$ cat config.mk
export PLATFORM = sky130hd
export DESIGN_NAME = adpcm_stream_ctrl
export DESIGN_NICKNAME = d
export VERILOG_FILES = /design/src/rtl/adpcm_stream_ctrl.sv
export SDC_FILE = /design/constraint.sdc
export NUM_CORES = 1
export LEC_CHECK = 0
export ABC_CLOCK_PERIOD_IN_PS = 2350
export CAP_MARGIN = 20
export CORE_UTILIZATION = 44
export DETAILED_ROUTE_END_ITERATION = 12
export HOLD_SLACK_MARGIN = 0.12
export PLACE_DENSITY = 0.65
export SYNTH_ARGS = -nofsm -noshare
export SYNTH_HDL_FRONTEND = slang
export SYNTH_SLANG_ARGS = --single-unit
$ cat constraint.sdc
create_clock -name clk -period 2.35 [get_ports clk]
set_input_delay 0.3525 -clock clk [delete_from_list [all_inputs] [get_ports clk]]
set_output_delay 0.3525 -clock clk [all_outputs]
set_load 0.005 [all_outputs]
$ cat src/rtl/adpcm_stream_ctrl.sv
// adpcm_stream_ctrl: PDM clock/strobe sequencer, warm-up gate and
// nibble packer with a small byte FIFO behind a valid/ready port.
module adpcm_stream_ctrl #(
  parameter int PDM_DIV    = 4,
  parameter int DECIM      = 64,
  parameter int WARMUP     = 8,
  parameter int FIFO_DEPTH = 4
) (
  input  logic       clk,
  input  logic       rst,
  input  logic       run,
  output logic       pdm_clk,
  output logic       cmp_enable,
  output logic       cmp_pdm_stb,
  output logic       cmp_pcm_stb,
  input  logic       cmp_valid,
  input  logic [3:0] cmp_code,
  output logic [7:0] out_data,
  output logic       out_valid,
  input  logic       out_ready,
  output logic       busy,
  output logic       overflow
);

  localparam int DW = (PDM_DIV > 2) ? $clog2(PDM_DIV) : 1;
  localparam int CW = $clog2(DECIM);
  localparam int WW = $clog2(WARMUP + 1);
  localparam int AW = $clog2(FIFO_DEPTH);

  localparam logic [DW-1:0] DIV_LAST  = DW'(PDM_DIV - 1);
  localparam logic [DW-1:0] DIV_HALF  = DW'(PDM_DIV / 2);
  localparam logic [CW-1:0] PCM_LAST  = CW'(DECIM - 1);
  localparam logic [WW-1:0] WARM_LAST = WW'(WARMUP - 1);
  localparam logic [AW:0]   FULL_CNT  = (AW+1)'(FIFO_DEPTH);

  typedef enum logic [1:0] {
    IDLE,
    WARM,
    RUN,
    DRAIN
  } state_t;

  state_t state, state_nxt;

  logic [DW-1:0] div_cnt;
  logic [CW-1:0] pcm_cnt;
  logic [WW-1:0] warm_cnt;
  logic          phase;
  logic [3:0]    nibble;

  logic [7:0]    mem [FIFO_DEPTH];
  logic [AW-1:0] rd_ptr, wr_ptr, rd_ptr_nxt;
  logic [AW:0]   count, left;

  logic          capture, cap_nxt;
  logic          push, push_ok, pop;
  logic [7:0]    push_data, head_nxt;

  assign capture     = (state == WARM) || (state == RUN);
  assign cap_nxt     = capture &&
                       ((state_nxt == WARM) || (state_nxt == RUN));
  assign pdm_clk     = capture && (div_cnt >= DIV_HALF);
  assign cmp_pdm_stb = capture && (div_cnt == DIV_LAST);
  assign cmp_pcm_stb = cmp_pdm_stb && (pcm_cnt == PCM_LAST);
  assign cmp_enable  = capture;
  assign busy        = (state != IDLE);
  assign out_valid   = (count != '0);
  assign pop         = out_valid && out_ready;
  assign push_ok     = push && ((count != FULL_CNT) || pop);

  always_comb begin
    state_nxt = state;
    push      = 1'b0;
    push_data = {cmp_code, nibble};
    unique case (state)
      IDLE: if (run) state_nxt = WARM;
      WARM: begin
        if (!run)
          state_nxt = IDLE;
        else if (cmp_valid && warm_cnt == WARM_LAST)
          state_nxt = RUN;
      end
      RUN: begin
        push = cmp_valid && phase;
        if (!run) state_nxt = DRAIN;
      end
      DRAIN: begin
        if (phase) begin
          push      = 1'b1;
          push_data = {4'h0, nibble};
        end else if (count == '0) begin
          state_nxt = IDLE;
        end
      end
      default: state_nxt = IDLE;
    endcase
  end

  // Head register tracks the slot that will be at the front next cycle.
  always_comb begin
    rd_ptr_nxt = pop ? rd_ptr + AW'(1) : rd_ptr;
    left       = count - (AW+1)'(pop);
    head_nxt   = out_data;
    if (left != '0)
      head_nxt = mem[rd_ptr_nxt];
    else if (push_ok)
      head_nxt = push_data;
  end

  always_ff @(posedge clk) begin
    if (push_ok) mem[wr_ptr] <= push_data;
  end

  always_ff @(posedge clk) begin
    if (rst) begin
      state    <= IDLE;
      div_cnt  <= '0;
      pcm_cnt  <= '0;
      warm_cnt <= '0;
      phase    <= 1'b0;
      nibble   <= '0;
      rd_ptr   <= '0;
      wr_ptr   <= '0;
      count    <= '0;
      out_data <= '0;
      overflow <= 1'b0;
    end else begin
      state <= state_nxt;

      if (!cap_nxt)
        div_cnt <= '0;
      else
        div_cnt <= (div_cnt == DIV_LAST) ? '0 : div_cnt + DW'(1);

      if (!cap_nxt)
        pcm_cnt <= '0;
      else if (cmp_pdm_stb)
        pcm_cnt <= (pcm_cnt == PCM_LAST) ? '0 : pcm_cnt + CW'(1);

      if (state == IDLE)
        warm_cnt <= '0;
      else if (state == WARM && cmp_valid)
        warm_cnt <= warm_cnt + WW'(1);

      if (state == IDLE && run) begin
        phase    <= 1'b0;
        overflow <= 1'b0;
      end else begin
        if (push && !push_ok) overflow <= 1'b1;
        if (state == RUN && cmp_valid) begin
          phase <= ~phase;
          if (!phase) nibble <= cmp_code;
        end else if (state == DRAIN) begin
          phase <= 1'b0;
        end
      end

      if (push_ok) wr_ptr <= wr_ptr + AW'(1);
      rd_ptr   <= rd_ptr_nxt;
      count    <= count + (AW+1)'(push_ok) - (AW+1)'(pop);
      out_data <= head_nxt;
    end
  end

endmodule

# Yosys cells after proc, flatten, opt, wreduce, memory -nomap -nowiden
# Memory sizes are Yosys's and may differ from the RTL's.
# Index checks and enable logic that the tools add are counted.
# classes
reduce_logical,28
muxes,19
n_eq_ne,9
add_sub_neg,8
bitwise,3
magnitude_cmp,1
# ops
op,count
two-way mux 8 bit,4
two-way mux 2 bit,7
logical AND 1 bit,12
"== test 2 bit, second input constant",4
case mux 2 bit (4 select lines),1
"adder 2 x 1 -> 2 bit, second input constant",3
"adder 6 x 1 -> 6 bit, second input constant",1
"== test 6 bit, second input constant",1
two-way mux 6 bit,1
nonzero test 2 bit,3
nonzero test 3 bit,2
OR reduction 2 bit,3
subtractor 3 x 1 -> 3 bit,2
two-way mux 1 bit,5
"adder 4 x 1 -> 4 bit, second input constant",1
"== test 2 x 1 -> 1 bit, second input constant",2
"== test 4 x 3 -> 1 bit, second input constant",1
adder 3 x 1 -> 3 bit,1
zero test 3 bit,1
logical OR 1 bit,3
"inequality test 3 bit, second input constant",1
NOT 1 bit,3
AND reduction 3 bit,1
OR reduction 3 bit,1
other kinds (4),4
# word_totals
mem_bits_rw,32
word_cells,80
mem_count,1
output_inout_bits,15
ff_bits,35
in_bits,9
# memory_table
memory,words,width,rd,rd_ports_with_merged_regs,write_ports,line_no,rtl
mem,4,8,1,0,1,51,logic [7:0] mem [FIFO_DEPTH];

# Logic depth before layout (Yosys ltp)
# depth
word_depth,10
depth_mapped,12
mapped_depth_nobuf,12

# Worst setup path before layout
# OpenSTA, ideal clock, no wires.
# synth_path
kind,reg2reg
start,register state[0]
end,register count[2]
setup_time_ns,0.128
period_less_slack_ns,2.500
path_buffers,0
path_slack_ns,-0.150
path_stages_with_launch,13
required_ns,2.222
arrival_ns,2.372
cell_sequence,dfxtp_1 -> inv_1 -> ha_1 -> a21oi_1 -> nor3b_4 -> clkinv_4 -> ha_1 -> inv_1 -> ha_1 -> fa_1 -> xnor2_1 -> xnor2_1 -> nor2_1
# synth_via
elab_chain_len,5
word_cells_on_any_way,6
cone_classes,add/sub (2); eq/ne (2); mux (1); reduce/logical (1)
# synth_lines
item,line_no,rtl
start: declaration,43,"state_t state, state_nxt;"
start signal: assignment,128,state <= state_nxt;
== test 2 bit,75,unique case (state)
case mux 1 bit (2 select lines) (*),75,
logical AND 1 bit (*),69,assign push_ok = push && ((count != FULL_CNT) || pop);
adder 3 x 1 -> 3 bit (*),160,count <= count + (AW+1)'(push_ok) - (AW+1)'(pop);
subtractor 3 x 1 -> 3 bit (*),160,
end signal: assignment,160,
end: declaration,53,"logic [AW:0] count, left;"
# Mark *: on every way between the ends. The rest lies on a longest branch, timed or not.
# A chain may end at the register's enable or synchronous reset.

# Worst setup path in the final report
# Same ends and word-level chain as after synthesis.

==> impl_metrics.json <==
{
  "cts-root-buf": "clkbuf_8",
  "slowest_stage": "dfxtp_4",
  "p_per_area_nw_per_um2": 942,
  "grt_pass1_wl_um": 10100,
  "peakVddDrop_mv": 0.339,
  "clkLatencyLatePin_ns": 0.34,
  "fin_area_um2": 3880,
  "core.rowCount": 30,
  "slew-limit-headroom_pct": 69.6,
  "cts_buffer_depth": 2,
  "p_seq_share_pct": 38.3,
  "fp.dieH_um": 86.1,
  "critPathBufInv": 3,
  "yosysSeqAreaShare_pct": 53.4,
  "fin_hold_ws_ns": 0.477,
  "stdcell_count": 439,
  "synthFlopType": "dfxtp_1",
  "core_um2": 6830,
  "required_ns": 2.56,
  "die_w_um": 86.1,
  "pin_count": 24,
  "antenna_found_initial": 0,
  "wl_met3_um": 239,
  "ys_ff_latch": 67,
  "ant_nets": 0,
  "synth_edf_count": 32,
  "syn_inst": 285,
  "crit_arrival_ns": 2.48,
  "worst-slew-pin-transition_ns": 0.454,
  "cts.sinks": 67,
  "p_sw_share_pct": 32.3,
  "syn_avg_cell_area_um2": 10.9,
  "wl_um": 6310,
  "rsz0062_at_grt": "yes",
  "p_sw_mw": 1.18,
  "critPathKind": "flop to flop",
  "min_period_ns": 2.27,
  "route.met2.wl_um": 3020,
  "min_from": "div_cnt[0]$_SDFF_PP0_",
  "end_kind": "flop",
  "areaGrowthSynthToFinish_pct": 24.7,
  "tritoncts": "built",
  "synth_warnings": 0,
  "whs_endpoint": "div_cnt[0]$_SDFF_PP0_",
  "ff2ff_setup_slack_ns": 0.08,
  "p_comb_share_pct": 37.2,
  "reg2reg_from": "state[0]$_SDFF_PP0_",
  "grt_overflow": 0,
  "whs_path_depth": 1,
  "slowest_delay_ns": 0.37,
  "grt_pass1_vias": 2071,
  "total_power_mw": 3.66,
  "syn_nets": 310,
  "synthesis.area_um2": 3110,
  "grt_usage_pct": 18.3,
  "status": "completed",
  "slew_viol_final": 0,
  "first_pass_iters": 4,
  "clkPwrFrac_pct": 24.5,
  "met1_length_um": 2980,
  "initial_core_util_pct": 45.6,
  "max_cap_viol_count": 0,
  "finClkSkew_ns": 0.00985,
  "yosysUniqueCellTypes": 48,
  "crit_fanout": 3,
  "top_layer": "met4",
  "n_antenna_cell": 0,
  "h-tree-depth": 3,
  "die_area_um2": 7410,
  "power.leakage_nw": 1.43,
  "layout.nets": 363,
  "synthArstFlopShare_pct": 0,
  "hpwl_um": 4280,
  "hold_viol": 0,
  "max_freq_ghz": 0.441,
  "crit_path_start_kind": "flop",
  "critPathTopFamily": "adder cells",
  "place.gp.congestion": 0.792,
  "fillCellCount": 597,
  "grt_start_max_net_pins": 28,
  "p_int_mw": 2.48,
  "drt_iter0_drc": 100,
  "crit_chain": "inv_4, ha_4, a21oi_2, nor3b_4, clkinv_4, ha_1, inv_1, ha_2, fa_2, xnor2_2, xnor2_1, nor2_1",
  "dpl_cell_area_um2": 3660,
  "reg2reg_depth": 12,
  "r2r_end": "count[2]$_SDFF_PP0_",
  "clk_pin_slew_ns": 0.07,
  "fin_setup_tns_ns": 0,
  "fin_crit_sh_pct": 96.4,
  "vias": 2193,
  "placed_cells": 422,
  "drc": 0,
  "final_layout_size_suffix_gt1_share_pct": 21.0,
  "setup_viol": 0,
  "io_buffer_count": 23,
  "cts_made_buffers": 9,
  "vias_per_cell": 5.00,
  "detail_route.wl_per_cell_um": 14.4,
  "hold_class": "flop to flop"
}
what timing repair did:
action,CTS,global route
hold buffers,0,0
endpoints found under the setup margin,1,3
resized for setup,1,8
pin swaps,1,2
hold endpoints to repair,0,0
gates cloned,0,0
setup buffers,0,1
power groups by stage:
stage	logic, mW	registers [mW]	clock network [mW]
finish	1.36	1.40	0.896
global route	1.48	1.41	0.968
CTS	1.34	1.40	0.916
detailed placement	1.33	1.43	0
global placement	1.32	1.42	0
floorplan	0.700	1.45	0
cell usage in the layout (no fill, tap or decap), drive strengths merged, types with 7 or more instances in the layout:
cell           synthesis  final
clkbuf                 5     11
dfxtp                 35     35
a31oi                 10     10
nor3                  10     10
xnor2                  8      8
ha                    15     15
a21oi                  9      9
edfxtp                32     32
nand3                 18     18
nand2                 48     48
mux2i                 10     10
nor2                   9      9
inv                   13     14
clkdlybuf4s50          0     23
and3                   7      7
and2                   8      8
buf                    6     30
per-stage QoR:
stage | setup WS, ns | util, %
3_3_place_gp | -0.216 | 53.6
2_1_floorplan | 0.0101 | -
6_report | 0.0836 | 56.8
4_1_cts | 0.0111 | 56.4
5_1_grt | -0.0349 | 56.8
3_5_place_dp | -0.262 | 53.6
state kept, by name (all words and copies together) (netlist names):
signal,count
count,3
div_cnt,2
mem,32
nibble,4
out_data,8
overflow,1
pcm_cnt,6
phase,1
rd_ptr,2
state,2
warm_cnt,4
wr_ptr,2
synthesized netlist by cell type, drive strengths merged, types with 4 or more instances:
master,number,area share [%]
a21oi,9,1.4
a221o,4,1.3
a31oi,10,2.0
and2,8,1.6
and3,7,1.4
buf,6,1.0
clkbuf,5,0.60
dfxtp,35,23
edfxtp,32,31
ha,15,6.0
inv,13,1.6
mux2i,10,3.2
nand2,48,5.8
nand2b,4,0.80
nand3,18,2.9
nor2,9,1.2
nor2b,5,1.0
nor3,10,1.8
xnor2,8,3.1
xor2,5,1.6
cells by family after synthesis:
kind of cell / after synthesis / share of synthesized area [%]
buffers and inverters: 25 / 3.46
AND/OR/NAND/NOR: 117 / 19.5
multiplexers: 11 / 3.58
adder cells (fa/ha/maj): 16 / 6.67
AO/OA/AOI/OAI: 36 / 8.68
XOR/XNOR: 13 / 4.74
flip-flops: 67 / 53.4
worst max path at each step:
stage	from	to	slack (ns)	cells after the start
floorplan	state[0]$_SDFF_PP0_	count[2]$_SDFF_PP0_	0.01	12
global placement	cmp_valid	count[2]$_SDFF_PP0_	-0.22	11
detailed placement	cmp_valid	count[2]$_SDFF_PP0_	-0.26	11
CTS	state[1]$_SDFF_PP0_	cmp_pcm_stb	0.01	5
global route	state[0]$_SDFF_PP0_	count[2]$_SDFF_PP0_	-0.03	12
finish	state[0]$_SDFF_PP0_	count[2]$_SDFF_PP0_	0.08	12
per-layer routing:
| layer | GRT usage (%) | up-vias |
|---|---|---|
| met4 | 8.33 | 0 |
| met5 | 0 | - |
| met3 | 3.46 | 7 |
| li1 | - | 1114 |
| met2 | 29.0 | 38 |
| met1 | 24.2 | 1034 |
area by class of cell:
cell class              instances  area, µm²  area share [%]
inverters                      14       60.1            1.55
multi-input cells             193       1390            35.7
clock inverters                 5       36.3           0.935
flip-flops and latches         67       1670            43.1
clock buffers                  11        151            3.90
well taps                      96        120            3.09
repair buffers                 53        455            11.7
Note: power is estimated with default switching activity, not from simulation.
